**src/rtl/clmul_iter_if.sv**
```systemverilog
// Handshake bundle for the iterative carry-less multiplier: operand side,
// result side and the pipeline flush, grouped so that producer and consumer
// can be wired with a single port.
interface clmul_iter_if #(
   parameter int WIDTH = 32
);
   logic             Flush;
   logic             InValid;
   logic             InReady;
   logic [WIDTH-1:0] X;
   logic [WIDTH-1:0] Y;
   logic [1:0]       Mode;
   logic             OutValid;
   logic             OutReady;
   logic [WIDTH-1:0] ClmulResult;

   // The pipeline side that presents operands and consumes results
   modport master (
      output Flush, InValid, X, Y, Mode, OutReady,
      input  InReady, OutValid, ClmulResult
   );

   // The multiplier itself
   modport slave (
      input  Flush, InValid, X, Y, Mode, OutReady,
      output InReady, OutValid, ClmulResult
   );
endinterface

```
**src/rtl/clmul_iter.sv**
```systemverilog
// Iterative carry-less multiplier for the Zbc path (clmul / clmulh / clmulr).
// Consumes STEP bits of Y per cycle; after WIDTH/STEP busy cycles the selected
// half (or the clmulr window) of the double-width product is registered and
// held until the consumer takes it. Flush aborts anything in flight.
module clmul_iter #(
   parameter int WIDTH = 32,
   parameter int STEP  = 1
) (
   input  logic         clk,
   input  logic         reset,
   clmul_iter_if.slave  bus
);

   localparam int N     = WIDTH / STEP;
   localparam int CNT_W = (N > 1) ? $clog2(N) : 1;

   // A STEP that does not divide WIDTH would leave a ragged last iteration
   if (WIDTH % STEP != 0) begin : gBadStep
      $error("clmul_iter: STEP must divide WIDTH");
   end

   typedef enum logic [1:0] {
      IDLE,
      BUSY,
      DONE
   } StateT;

   StateT              r_state;
   StateT              w_nextState;
   logic [2*WIDTH-1:0] r_xShift;
   logic [WIDTH-1:0]   r_y;
   logic [1:0]         r_mode;
   logic [2*WIDTH-1:0] r_prod;
   logic [CNT_W-1:0]   r_cnt;
   logic [WIDTH-1:0]   r_result;

   logic               w_inReady;
   logic               w_accept;
   logic               w_lastStep;
   logic [2*WIDTH-1:0] w_partial;
   logic [2*WIDTH-1:0] w_prodNext;
   logic [WIDTH-1:0]   w_select;

   assign w_inReady  = (r_state == IDLE) || ((r_state == DONE) && bus.OutReady);
   assign w_accept   = bus.InValid && w_inReady && !bus.Flush;
   assign w_lastStep = (r_cnt == CNT_W'(N - 1));
   assign w_prodNext = r_prod ^ w_partial;

   assign bus.InReady     = w_inReady;
   assign bus.OutValid    = (r_state == DONE);
   assign bus.ClmulResult = r_result;

   // Partial product for this iteration; X is kept pre-shifted by cnt*STEP,
   // so only the in-step offset k has to be applied here
   always_comb begin
      w_partial = '0;
      for (int k = 0; k < STEP; k++) begin
         if (r_y[k]) begin
            w_partial = w_partial ^ (r_xShift << k);
         end
      end
   end

   // Pick the requested slice of the product that will exist after this cycle;
   // the reserved mode falls back to plain clmul
   always_comb begin
      w_select = w_prodNext[WIDTH-1:0];
      case (r_mode)
         2'b01:   w_select = w_prodNext[2*WIDTH-1:WIDTH];
         2'b10:   w_select = w_prodNext[2*WIDTH-2:WIDTH-1];
         default: w_select = w_prodNext[WIDTH-1:0];
      endcase
   end

   // State register; reset drops straight back to IDLE with no output pulse
   always_ff @(posedge clk or posedge reset) begin
      if (reset) begin
         r_state <= IDLE;
      end else begin
         r_state <= w_nextState;
      end
   end

   // Next-state: fixed N busy cycles, hold in DONE until taken, flush wins
   always_comb begin
      w_nextState = r_state;
      case (r_state)
         IDLE: begin
            if (w_accept) begin
               w_nextState = BUSY;
            end
         end
         BUSY: begin
            if (w_lastStep) begin
               w_nextState = DONE;
            end
         end
         DONE: begin
            if (bus.OutReady) begin
               w_nextState = w_accept ? BUSY : IDLE;
            end
         end
         default: w_nextState = IDLE;
      endcase
      if (bus.Flush) begin
         w_nextState = IDLE;
      end
   end

   // Operand capture on accept, then shift-and-accumulate while busy; the
   // result register is loaded only on the final busy cycle
   always_ff @(posedge clk or posedge reset) begin
      if (reset) begin
         r_xShift <= '0;
         r_y      <= '0;
         r_mode   <= '0;
         r_prod   <= '0;
         r_cnt    <= '0;
         r_result <= '0;
      end else if (w_accept) begin
         r_xShift <= {{WIDTH{1'b0}}, bus.X};
         r_y      <= bus.Y;
         r_mode   <= bus.Mode;
         r_prod   <= '0;
         r_cnt    <= '0;
      end else if ((r_state == BUSY) && !bus.Flush) begin
         r_prod   <= w_prodNext;
         r_xShift <= r_xShift << STEP;
         r_y      <= r_y >> STEP;
         r_cnt    <= r_cnt + CNT_W'(1);
         if (w_lastStep) begin
            r_result <= w_select;
         end
      end
   end

endmodule

```
**src/flat_wrapper.sv**
```systemverilog
// flat-port wrapper written by rule: the top's interface ports become plain ports
module clmul_iter_flat 
#(
   parameter int WIDTH = 32,
   parameter int STEP  = 1
)
  (clk, reset, bus_Flush, bus_InValid, bus_X, bus_Y, bus_Mode, bus_OutReady, bus_InReady, bus_OutValid, bus_ClmulResult);
  clmul_iter_if #(.WIDTH(WIDTH)) bus_i ();
  input  logic clk;
  input  logic reset;
  input wire logic [$bits(bus_i.Flush)-1:0] bus_Flush;
  input wire logic [$bits(bus_i.InValid)-1:0] bus_InValid;
  input wire logic [$bits(bus_i.X)-1:0] bus_X;
  input wire logic [$bits(bus_i.Y)-1:0] bus_Y;
  input wire logic [$bits(bus_i.Mode)-1:0] bus_Mode;
  input wire logic [$bits(bus_i.OutReady)-1:0] bus_OutReady;
  output wire logic [$bits(bus_i.InReady)-1:0] bus_InReady;
  output wire logic [$bits(bus_i.OutValid)-1:0] bus_OutValid;
  output wire logic [$bits(bus_i.ClmulResult)-1:0] bus_ClmulResult;
  assign bus_i.Flush = bus_Flush;
  assign bus_i.InValid = bus_InValid;
  assign bus_i.X = bus_X;
  assign bus_i.Y = bus_Y;
  assign bus_i.Mode = bus_Mode;
  assign bus_i.OutReady = bus_OutReady;
  assign bus_InReady = bus_i.InReady;
  assign bus_OutValid = bus_i.OutValid;
  assign bus_ClmulResult = bus_i.ClmulResult;
  clmul_iter #(.WIDTH(WIDTH), .STEP(STEP)) u_core (.clk(clk), .reset(reset), .bus(bus_i));
endmodule
```
**config.mk**
```make
export PLATFORM = sky130hd
export DESIGN_NAME = clmul_iter_flat
export DESIGN_NICKNAME = d
export VERILOG_FILES = /design/src/rtl/clmul_iter_if.sv /design/src/rtl/clmul_iter.sv /design/src/flat_wrapper.sv
export SDC_FILE = /design/constraint.sdc
export NUM_CORES = 1
export LEC_CHECK = 0
export BUFFER_PORTS_ARGS = -buffer_cell sky130_fd_sc_hd__buf_2
export CAP_MARGIN = 5
export CORE_MARGIN = 2
export CORE_UTILIZATION = 50
export CTS_CLUSTER_DIAMETER = 30
export DETAILED_ROUTE_END_ITERATION = 8
export PLACE_DENSITY = 0.74
export SLEW_MARGIN = 20
export SYNTH_ARGS = -nofsm -noshare
export SYNTH_HDL_FRONTEND = slang
export SYNTH_SLANG_ARGS = --single-unit
```
**constraint.sdc**
```tcl
create_clock -name clk -period 7.25 [get_ports clk]
set_input_delay 0.3625 -clock clk [delete_from_list [all_inputs] [get_ports clk]]
set_output_delay 0.3625 -clock clk [all_outputs]
set_load 0.01 [all_outputs]
```
==> results of run 1 <==
[worst paths after layout]
check,from,end,cells after the start
max,u_core.r_y[0],u_core.bus.ClmulResult[0],5
max in group asynchronous,reset,u_core.r_y[0],3
max reg2reg,u_core.r_y[0],u_core.bus.ClmulResult[0],5
min,reset,u_core.r_y[2],2
min in group clk,bus_Mode[0],u_core.r_mode[0],3
min reg2reg,u_core.r_y[31],u_core.r_y[30],2
[layout make-up]
cell class / instances / area (um2) / area share
Clock buffer: 48 / 1090 / 0.0957
Clock inverter: 22 / 251 / 0.0220
Inverter: 67 / 259 / 0.0227
Multi-Input combinational cell: 549 / 3880 / 0.340
Sequential cell: 201 / 5030 / 0.441
Tap cell: 234 / 293 / 0.0256
Timing Repair Buffer: 113 / 608 / 0.0532
[cell families (layout without fill, tap and decap cells)]
logic type               after synthesis  count (layout)  share of synthesized area
buffers and inverters                153             250                     0.0700
flip-flops                           201             201                      0.527
adder cells (fa/ha/maj)                4               4                    0.00524
XOR/XNOR                              66              66                     0.0606
AO/OA/AOI/OAI                        394             394                      0.301
AND/OR/NAND/NOR                       85              85                     0.0360
[metrics by stage]
step,util,cells
floorplan,-,903
global route,0.611,1234
detailed placement,0.536,1163
global placement,0.536,1163
finish,0.611,1234
CTS,0.608,1233
[registers in the layout (all words and copies together), names as in the netlist]
name                    flops
u_core.r_prod              64
u_core.r_state              2
u_core.r_xShift            64
u_core.bus.ClmulResult     32
u_core.r_mode               2
u_core.r_cnt                5
u_core.r_y                 32
[power by group]
part           total [uW]  switching [uW]  internal (uW)  leakage (uW)
registers            1340             108           1230       0.00271
logic                 485             299            185       0.00217
clock network        1830             608           1220      0.000663
total                3650            1020           2630       0.00554
[cell usage after synthesis]
master       n  share of area
and3_1       1        0.00066
clkbuf_1    49          0.019
buf_6        8         0.0094
inv_1       67          0.026
buf_4        3         0.0024
o21bai_1     1        0.00079
nand3b_1     1        0.00079
or2_2        1        0.00066
o31ai_1     63          0.050
nor3b_1      1        0.00079
a21oi_1     97          0.051
ha_1         4         0.0052
a2111oi_4    1         0.0029
xnor2_1     33          0.030
a221o_1     32          0.034
o21ai_1      4         0.0021
nand2b_1     1        0.00066
nand4_1      1        0.00066
nor2_1       3         0.0012
xor2_1      33          0.030
dfrtp_1    201           0.53
buf_2       18         0.0094
nor2b_1      1        0.00066
or3b_1       1        0.00092
a222oi_1    62          0.065
buf_1        8         0.0031
a211o_1      1        0.00092
nand2_1     74          0.029
a22o_1      66          0.061
o21ai_0     67          0.035
[worst max-delay path, stage by stage, from the launching register on]
cell and delay [ns]:
dfrtp_4 0.67, buf_4 0.76, nand2_1 0.26, xnor2_1 0.19, a221o_1 0.35, a22o_1 0.20
[layer usage]
layer | up-vias | track usage
li1 | 3560 | -
met1 | 3794 | 0.313
met2 | 275 | 0.352
met3 | 45 | 0.0481
met4 | 0 | 0.0737
met5 | - | 0
==> metrics.txt, run 1 <==
Area Overhead vs Synth 19.6%; Final Cycle Share 0.361; Die Area 20200 um2; post-synth net total between 900 and 1000; DIE HEIGHT 142 um; CTS tree built; Non-Filler Cell Area, Final roughly 11000 um2; Residual DRC 0; Nets approximately 1000; post-synthesis instance area 9550 um2; Final Hold Fails 0; length of the first detailed-routing pass in iterations 7; via/cell ratio roughly 6.2; Placer Congestion approximately 0.78; worst skew pair latency 0.51 ns; port bufs 104; CTS Sinks 201; wire per inst 18.5 um; vias in the first global route 7111; Final ANT Viol Nets 0; minimum clock period about 2.6 ns; share of cells above drive strength 1 0.189; Initial Util 0.510; 1st-iter DRT viols 868; syn avg cell area 10.6 um2; worst-path fanout max 89; Core Area 18700 um2; Max-cap violations 0; Layout Skew around 0.015 ns; DR top layer met4; met3 routed WL 1520 um; peak supply drop 0.244 mV; Top Ports between 100 and 150; outcome finished clean; Seq/Total Area, Yosys 0.527; Hold WS 0.0185 ns; cts hold-fix bufs 0; CTS-repair resized insts 0; leading cell types in the layout, fill and taps excluded dfrtp_1, buf_2, a21oi_1; critical path class flop to flop; setup tns final 0 ns; Critical Path RT 7.64 ns; Post-Route WL 22800 um; Tot Pwr 3650 uW; post-synthesis cell type count 30; Final Slew Violations 0; total number of vias 7674; PnR worst setup slack 4.64 ns; Data arrival, critical path 3.01 ns; Die Wd 142 um; most common cell after layout, fill and taps aside dfrtp_1; CTS H-tree lvls 2; Synth Register Bits 201; Cells after Synth 903; Num CTS Buffers 39; Met2 Routed Length 11000 um; n_diodes 0; Worst setup EP type flop; P_leak 0.00554 uW; maximum clock path buffer count 3; setup slack, reg-to-reg 4.64 ns; All-Layer GR Usage 0.225; dpl ws 4.75 ns; unrepaired setup endpoints after global routing false; row count 50; DP Wirelength 13300 um; placed cell area 10000 um2; antenna violations before repair 0; highest clock rate 383 MHz; Slew @ Worst Pin 0.958 ns; Setup Fix Bufs, Post-CTS 0; largest net degree at the start of global routing 129; setup violators final 0; Max-slew headroom 0.361; hold crit path type primary input to async pin; Pwr Density 320 nW/um2; Worst-path clk slew 0.05 ns; fillcell total 1524; first-pass GRT wire length 36900 um; grt ovf 0; CTS Root Cell clkbuf_16; CP startpoint kind flop; synth warn 0; Metal-1 WL 9800 um
Power figures use the tool's default switching activity.
==> run 2: changes to the inputs <==
- PLACE_DENSITY: 0.74 -> 0.76
- clock period: 7.25 -> 2.4 ns (I/O delays scaled with it)
==> metrics.txt, run 2 (same netlist as run 1, synthesis figures left out) <==
CP Cell Sequence or3b_4 > buf_12 > a21oi_1 > o21ai_0 > o31ai_1; Power Internal a little under 9000 uW; unrepaired setup endpoints after global routing false; Setup Fix Bufs, Post-CTS 0; Initial Util 0.510; DP Wirelength ~14000 um; Num CTS Buffers 40; CTS Root Cell clkbuf_16; minimum clock period 2.02 ns; maximum clock path buffer count 3; crit-path leading delay family simple AND/OR/NAND/NOR gates; setup tns final 0 ns; highest clock rate just under 500 MHz; port bufs around 100; n_diodes 0; total number of vias 8215; Logic pwr share 0.142; largest net degree at the start of global routing 93; sequential share of power 0.340; setup violators final 0; most common cell after layout, fill and taps aside dfrtp_1; leading cell types in the layout, fill and taps excluded dfrtp_1, buf_2, a21oi_1; hold crit path type primary input to async pin; 1st-iter DRT viols 861; via/cell ratio 6.23; Sw Ratio 0.264; CTS Sinks around 200; Critical Path RT ~2.8 ns; Die Wd 142 um; Tot Pwr between 10000 and 15000 uW; CTS tree built; peak supply drop about 0.67 mV; Core Area around 19000 um2; CP Buf/Inv Count 1; vias in the first global route 8222; share of cells above drive strength 1 0.188; Nets 1128; clock power share 0.519; length of the first detailed-routing pass in iterations 8; grt ovf 0; row count 50; wire per inst 18.9 um; Final Slew Violations 0; outcome finished clean; Worst-path clk slew 0.05 ns; Residual DRC 0; Max-slew headroom 0.560; Top Ports ~110; Die Area ~20000 um2; Top Registers u_core.r_prod: 64 flops, u_core.r_xShift: 64 flops; Final Cycle Share 0.840; crit path max-delay cell type or3b_4; worst skew pair latency between 0.5 and 0.6 ns; Max-cap violations 0; Layout Skew 0.0112 ns; critical path class flop to flop; Pwr Density approximately 950 nW/um2; worst-path fanout max 50; PnR worst setup slack between 0.3 and 0.4 ns; Area Overhead vs Synth 30.7%; critical path's largest stage delay 0.71 ns; Final ANT Viol Nets 0; dpl cells between 1000 and 1500; Final Hold Fails 0; Post-Route WL 25000 um; All-Layer GR Usage 0.252; Data arrival, critical path between 2 and 2.5 ns; DIE HEIGHT roughly 140 um; CP startpoint kind flop; Worst setup EP type flop; antenna violations before repair 0; non-filler cells, final 1319; P_leak 0.00598 uW; Placer Congestion 0.774; switching power total 3140 uW; Slew @ Worst Pin roughly 0.66 ns; CTS H-tree lvls 2; dpl ws 0.431 ns; first-pass GRT wire length 41200 um
run 2: metrics by stage:
stage	area (um2)	utilization	hold slack, ns
floorplan	9550	-	0.183
global placement	10300	0.549	0.117
detailed placement	10300	0.549	0.116
CTS	12500	0.667	0.130
global route	12500	0.667	0.157
finish	12500	0.667	0.133
run 2: power by group through the flow:
stage | logic [uW] | registers (uW) | clock network (uW)
final | 1690 | 4050 | 6180
after global routing | 1860 | 4080 | 6410
after CTS | 1670 | 4030 | 6240
after detailed placement | 1560 | 4070 | 0
after global placement | 1520 | 4050 | 0
after floorplan | 1180 | 3950 | 0
run 2: worst paths after layout:
path / slack (ns) / depth (start not counted) / startpoint / end
min: 0.13 / 3 / reset / u_core.r_prod[60]
min in group clk: 0.28 / 5 / bus_InValid / u_core.r_mode[1]
max reg2reg: 0.38 / 5 / u_core.r_state[0] / u_core.r_prod[12]
min reg2reg: 0.48 / 2 / u_core.r_y[31] / u_core.r_y[30]
max: 0.38 / 5 / u_core.r_state[0] / u_core.r_prod[12]
max in group asynchronous: 1.47 / 4 / reset / u_core.r_xShift[0]
run 2: cell type report:
| class | count | area (um2) |
|---|---|---|
| clock buffer | 50 | 1110 |
| clock inverter | 24 | 395 |
| fill | 1324 | 6230 |
| inverter | 67 | 255 |
| multi-input combinational | 549 | 3870 |
| sequential | 201 | 5030 |
| tap | 234 | 293 |
| timing repair buffer | 194 | 1520 |
run 2: worst reg2reg max path, cell delays in order (launching register included):
cell and delay [ns]:
dfrtp_1 0.47, or3b_4 0.71, buf_12 0.33, a21oi_1 0.09
o21ai_0 0.20, o31ai_1 0.10
run 2: metal layers:
metal | vias up | part of all wire | GRT usage | wire, um
li1 | 3727 | - | - | -
met1 | 4122 | 0.40 | 0.317 | 10000
met2 | 309 | 0.50 | 0.423 | 12500
met3 | 57 | 0.070 | 0.0538 | 1740
met4 | 0 | 0.032 | 0.105 | 800
met5 | - | 0 | 0 | 0
run 2: what timing repair did:
action                                  CTS  global route
endpoints found under the setup margin    0             0
gates resized for setup                   0             0
hold buffers                             69             0
hold endpoints to repair                176             0
